--- config.mk ---
export PLATFORM = sky130hd
export DESIGN_NAME = instr_mem_loader
export DESIGN_NICKNAME = d
export VERILOG_FILES = /design/src/rtl/instr_mem_loader.sv
export SDC_FILE = /design/constraint.sdc
export NUM_CORES = 1
export LEC_CHECK = 0
export ABC_AREA = 1
export CAP_MARGIN = 10
export CORE_MARGIN = 4
export CORE_UTILIZATION = 45
export CTS_BUF_LIST = sky130_fd_sc_hd__clkbuf_8
export DETAILED_ROUTE_END_ITERATION = 10
export MAX_ROUTING_LAYER = met4
export PLACE_DENSITY = 0.69
export SYNTH_ARGS = -nofsm -noshare
export SYNTH_HDL_FRONTEND = slang
export SYNTH_SLANG_ARGS = --single-unit
--- constraint.sdc ---
create_clock -name clk -period 3.6 [get_ports clk]
set_clock_uncertainty 0.15 [all_clocks]
set_input_delay 0.72 -clock clk [delete_from_list [all_inputs] [get_ports clk]]
set_output_delay 0.72 -clock clk [all_outputs]
set_load 0.1 [all_outputs]
--- src/rtl/instr_mem_loader.sv ---
// Instruction-memory loader: parses a length-prefixed little-endian byte stream
// and emits one registered 32-bit write per assembled word.
module instr_mem_loader #(
  parameter int DEPTH = 256,
  parameter int AW    = $clog2(DEPTH)
) (
  input  logic          clk,
  input  logic          rst,
  input  logic          start,
  input  logic          in_valid,
  input  logic [7:0]    in_data,
  output logic          in_ready,
  output logic          we,
  output logic [AW-1:0] waddr,
  output logic [31:0]   wdata,
  output logic          busy,
  output logic          done,
  output logic          err
);

  localparam logic [2:0] S_IDLE   = 3'd0;
  localparam logic [2:0] S_LEN_LO = 3'd1;
  localparam logic [2:0] S_LEN_HI = 3'd2;
  localparam logic [2:0] S_DATA   = 3'd3;
  localparam logic [2:0] S_DONE   = 3'd4;
  localparam logic [2:0] S_ERR    = 3'd5;

  localparam logic [16:0] DEPTH_W = 17'(DEPTH);

  logic [2:0]    state_q, state_d;
  logic [15:0]   count_q, count_d;
  logic [1:0]    lane_q, lane_d;
  logic [23:0]   asm_q, asm_d;
  logic          we_q, we_d;
  logic [AW-1:0] waddr_q, waddr_d;
  logic [31:0]   wdata_q, wdata_d;

  logic          xfer;
  logic          last_word;
  logic [15:0]   hdr_count;

  assign in_ready  = (state_q == S_LEN_LO) || (state_q == S_LEN_HI) || (state_q == S_DATA);
  assign busy      = in_ready;
  assign done      = (state_q == S_DONE);
  assign err       = (state_q == S_ERR);
  assign we        = we_q;
  assign waddr     = waddr_q;
  assign wdata     = wdata_q;

  assign xfer      = in_valid && in_ready;
  assign hdr_count = {in_data, count_q[7:0]};
  // waddr_q already points at the word being completed, so it doubles as the word counter.
  assign last_word = ((16'(waddr_q) + 16'd1) == count_q);

  always_comb begin
    // NOTE: every next-state signal gets a default first so no path infers a latch.
    state_d = state_q;
    count_d = count_q;
    lane_d  = lane_q;
    asm_d   = asm_q;
    we_d    = 1'b0;
    waddr_d = waddr_q;
    wdata_d = wdata_q;

    // Advance after each pulse, except the final one so waddr never wraps at count==DEPTH.
    if (we_q && (state_q != S_DONE)) begin
      waddr_d = waddr_q + AW'(1);
    end

    case (state_q)
      S_IDLE, S_DONE, S_ERR: begin
        if (start) begin
          state_d = S_LEN_LO;
          count_d = 16'd0;
          lane_d  = 2'd0;
          waddr_d = '0;
        end
      end
      S_LEN_LO: begin
        if (xfer) begin
          count_d[7:0] = in_data;
          state_d      = S_LEN_HI;
        end
      end
      S_LEN_HI: begin
        if (xfer) begin
          count_d = hdr_count;
          lane_d  = 2'd0;
          if (hdr_count == 16'd0) begin
            state_d = S_DONE;
          end else if ({1'b0, hdr_count} > DEPTH_W) begin
            state_d = S_ERR;
          end else begin
            state_d = S_DATA;
          end
        end
      end
      S_DATA: begin
        if (xfer) begin
          lane_d = lane_q + 2'd1;
          case (lane_q)
            2'd0: asm_d[7:0]   = in_data;
            2'd1: asm_d[15:8]  = in_data;
            2'd2: asm_d[23:16] = in_data;
            default: begin
              we_d    = 1'b1;
              wdata_d = {in_data, asm_q};
              if (last_word) begin
                state_d = S_DONE;
              end
            end
          endcase
        end
      end
      default: state_d = S_IDLE;
    endcase
  end

  always_ff @(posedge clk) begin
    // NOTE: sequential state uses non-blocking assignments so all registers update together.
    if (rst) begin
      state_q <= S_IDLE;
      count_q <= 16'd0;
      lane_q  <= 2'd0;
      asm_q   <= 24'd0;
      we_q    <= 1'b0;
      waddr_q <= '0;
      wdata_q <= 32'd0;
    end else begin
      state_q <= state_d;
      count_q <= count_d;
      lane_q  <= lane_d;
      asm_q   <= asm_d;
      we_q    <= we_d;
      waddr_q <= waddr_d;
      wdata_q <= wdata_d;
    end
  end

endmodule

; ---- Word level (Yosys, flattened, before mapping)
; Cells that the tools add are included.
[totals]
inputBits = 12
reg_bits = 86
out_inout_bits = 45
word_cells = 76
[classes]
add_sub_neg = 3
order_cmp = 1
n_mux = 22
n_reduce_logical = 21
eq_ne = 15
n_bitwise = 4
[op_table]
columns = cell, n
row1 = two-way mux 16 bit, 2
row2 = two-way mux 8 bit, 4
row3 = two-way mux 3 bit, 8
row4 = one-hot mux 8 bit (3 select lines), 1
row5 = equality test 9 x 16 -> 1 bit, 1
row6 = greater-than comparator 16 x 9 -> 1 bit (second input constant), 1
row7 = zero test 16 bit, 1
row8 = one-hot mux 8 bit (2 select lines), 1
row9 = AND reduction 3 bit, 5
row10 = inequality test 2 bit (second input constant), 6
row11 = one-hot mux 3 bit (4 select lines), 1
row12 = adder 8 x 1 -> 9 bit (second input constant), 1
row13 = OR reduction 3 bit, 3
row14 = adder 8 x 1 -> 8 bit (second input constant), 1
row15 = AND reduction 4 bit, 2
row16 = equality test 3 x 2 -> 1 bit (second input constant), 2
row17 = equality test 3 bit (second input constant), 2
row18 = two-way mux 2 bit, 3
row19 = one-hot mux 2 bit (3 select lines), 1
row20 = AND reduction 6 bit, 1
row21 = inverter 1 bit, 4
row22 = nonzero test 2 bit, 2
row23 = equality test 3 x 1 -> 1 bit (second input constant), 1
row24 = zero test 3 bit, 1
row25 = other kinds (9), 11

; ---- Longest topological paths before layout
[logic_depth]
ltp_word = 6
ltp_mapped = 13
mapped_depth_nobuf = 13

; ---- Worst setup path before layout
; OpenSTA, ideal clock, no wires.
[synth_path]
kind = register to output
startpoint = reg state_q[0]
endpoint = out err
t_required_ps = 2730
arrival_ps = 1724
path_stages_with_launch = 3
setup_slack_ps = 1006
path_buffers = 0
path_cell_list = dfxtp_1 inv_1 nor2_1
[synth_between]
elab_chain_len = 1
[synth_lines]
columns = item, line_no
row1 = start: declaration, 30  ; logic [2:0] state_q, state_d;
row2 = start signal: assignment, 130  ; state_q <= state_d;
row3 = equality test 3 bit, 45  ; assign err = (state_q == S_ERR);
row4 = end: declaration, 18  ; output logic err
; Every way passes these cells.

; ---- Final worst setup path
[layout_path]
startpoint = reg wdata_q[25], in the netlist wdata[25]
endpoint = out wdata[25]
[layout_lines]
columns = item, line_no
row1 = start: declaration, 36  ; logic [31:0] wdata_q, wdata_d;
row2 = start signal: assignment, 136  ; wdata_q <= wdata_d;
row3 = end: declaration, 15  ; output logic [31:0] wdata,
; No word-level cell between the ends.

==> out/metrics.cfg <==
[outcome]
status=finished, final reports clean

[clock_tree]
worstSkewPairLatency_ns=0.37
clock_sinks=86
cts.path.max_buffers=2
postCtsSetupRepairBufs=0
root_buffer=clkbuf_8
cts_made_buffers=9
tritoncts=done
ctsHoldBuffers=0
cts.repair.resized=0
clkTransAtPathRegs_ns=0.09
h-tree-depth=3

[routing]
drt-vias-per-instance=5.17
wl_um=8950
post_drt_wl_per_cell_um=14.1
drtAntennaViolNets=0
vias=3289
drt_iter0_markers=202
drc=0
dr.pass1.iters=4

[placement]
dp_slack_ns=1.05
gp_congestion=0.853
place_inst=620
place_hpwl_um=6290
post_dp_cell_area_um2=4170
io_buffers=56

[worst_setup_path]
worstPathMaxFanout=2
crit_chain=clkdlybuf4s50_1
crit_arrival_ns=1.87
critical_path_required_ns=2.73
path_class=reg2out
cp_slowest_cell=clkdlybuf4s50_1
crit_family=buffers and inverters
end_kind=output pin
max_stage_delay_ns=1.14
r2r_cells=7
crit_buf_inv=1
worstSetupStartpointType=flop
cp.depth=1

[layout]
instances_no_fill=636
stdcell_area_um2=4420
utilization_pct=56.9
finalNetCount=546
layout-drive-gt1-share_pct=10.1
diodes=0
areaGrowthSynthToFinish_pct=22.1

[sta]
finalHoldViolCount=0
fmax_mhz=365
period_needed_ns=2.74
timing.hold.ws_ns=0.340
grt_setup_unrepaired=no
slew_violations=0
max_slew.worst_pin.slew_ns=0.982
timing.final.ws_setup_ns=0.862
tns_ns=0
setup_viol=0
timing.max_slew.rel_slack_pct=34.3
period_share_pct=76.0

[synthesis]
synth.avg_cell_area_um2=7.57
syn-instance-count=478
yosys_warnings=0
async_flop_share_pct=0
yosysMostFrequentCell=nor2_1
synthTopCellsByArea=dfxtp_1 (48%), nor2_1 (9.3%), o21ai_0 (9.1%)
syn-num-nets=495
yosys_most_used_dff=dfxtp_1
synth_common_cells=nor2_1 (90), dfxtp_1 (86), o21ai_0 (66), nand2_1 (57), a21oi_1 (47)
netlist_area_um2=3620
synth_top_area_share_pct=47.6
synth.distinct_cells=34
yosysSeqAreaShare_pct=47.6
synth_edf_count=0
yosys.area.top_type=dfxtp_1
yosys_register_bits=86

[global_routing]
grt_overflow=0
grt_pass1_wl_um=15200
grt_max_degree=42
grt_pass1_vias=3180
track_usage_pct=20.0
antenna_found_initial=0

[hold_path]
min-delay-path-class=reg2reg
whs_path_depth=2

[die]
ioPinCount=57
core-area_um2=7770
die_h_um=97.7
start_util_pct=46.6
die-area_um2=9540
die_w_um=97.7
rows=32

[pwr]
p_total_mw=2.68
leakage_nw=1.96
ir_drop_v=0.000268
p_per_area_nw_per_um2=605

[run]
maxCapViolations=0

registers in the layout, indices dropped and copies added, names as in the netlist:
name and flops:
waddr 8, we 1, count_q 16, lane_q 2, asm_q 24, wdata 32, state_q 3
cell families (layout without fill, tap and decap cells):
family / after synthesis / count (layout) / share of synthesized area [%]
xor gates and xnor gates: 4 / 4 / 1.35
AOI/OAI and AO/OA: 134 / 134 / 20.1
adders and majority gates: 5 / 5 / 1.73
and+or+nand+nor: 179 / 179 / 20.8
DFF: 86 / 86 / 47.6
buffers and inverters: 70 / 126 / 8.47
power by group:
| group | switching [mW] | total (mW) | internal (mW) |
|---|---|---|---|
| Combinational | 0.544 | 0.753 | 0.209 |
| Clock | 0.378 | 0.849 | 0.471 |
| Sequential | 0.0514 | 1.07 | 1.02 |
layout make-up:
class / count / area [µm²]
clock buffers: 9 / 124
clock inverters: 7 / 126
fillers: 738 / 3350
inverters: 49 / 184
multi-input cells: 322 / 1590
flip-flops and latches: 86 / 1720
well taps: 102 / 128
repair buffers: 61 / 546
routing by layer:
metal | part of all wire [%] | wire, µm | up-vias | track usage [%]
met5 | 0 | 0 | - | -
met4 | 2.4 | 214 | 0 | 8.63
met3 | 5.6 | 497 | 15 | 3.59
met2 | 45 | 4040 | 102 | 30.2
met1 | 47 | 4190 | 1492 | 26.3
li1 | - | - | 1680 | -
path summary, 6_finish.rpt:
check / slack (ns) / endpoint / start
setup reg to reg: 1.50 / count_q[4] / state_q[0]
setup / recovery: 0.86 / wdata[25] / wdata[25]
hold / removal: 0.34 / wdata[11] / asm_q[11]
hold reg to reg: 0.34 / wdata[11] / asm_q[11]
cells in the final DEF, fill, tap and decap left out, types with 3 or more instances in the layout:
cell type	count
nand3_1	15
nand4_1	5
nor2_1	90
ha_1	5
inv_2	5
nand2_1	57
a22oi_1	8
a21oi_1	47
inv_1	43
bufinv_16	3
clkdlybuf4s50_1	35
o21ai_0	66
clkbuf_8	9
nor4_1	3
a211oi_1	8
dfxtp_1	86
buf_4	26
Note: power is estimated with default switching activity, not from simulation.
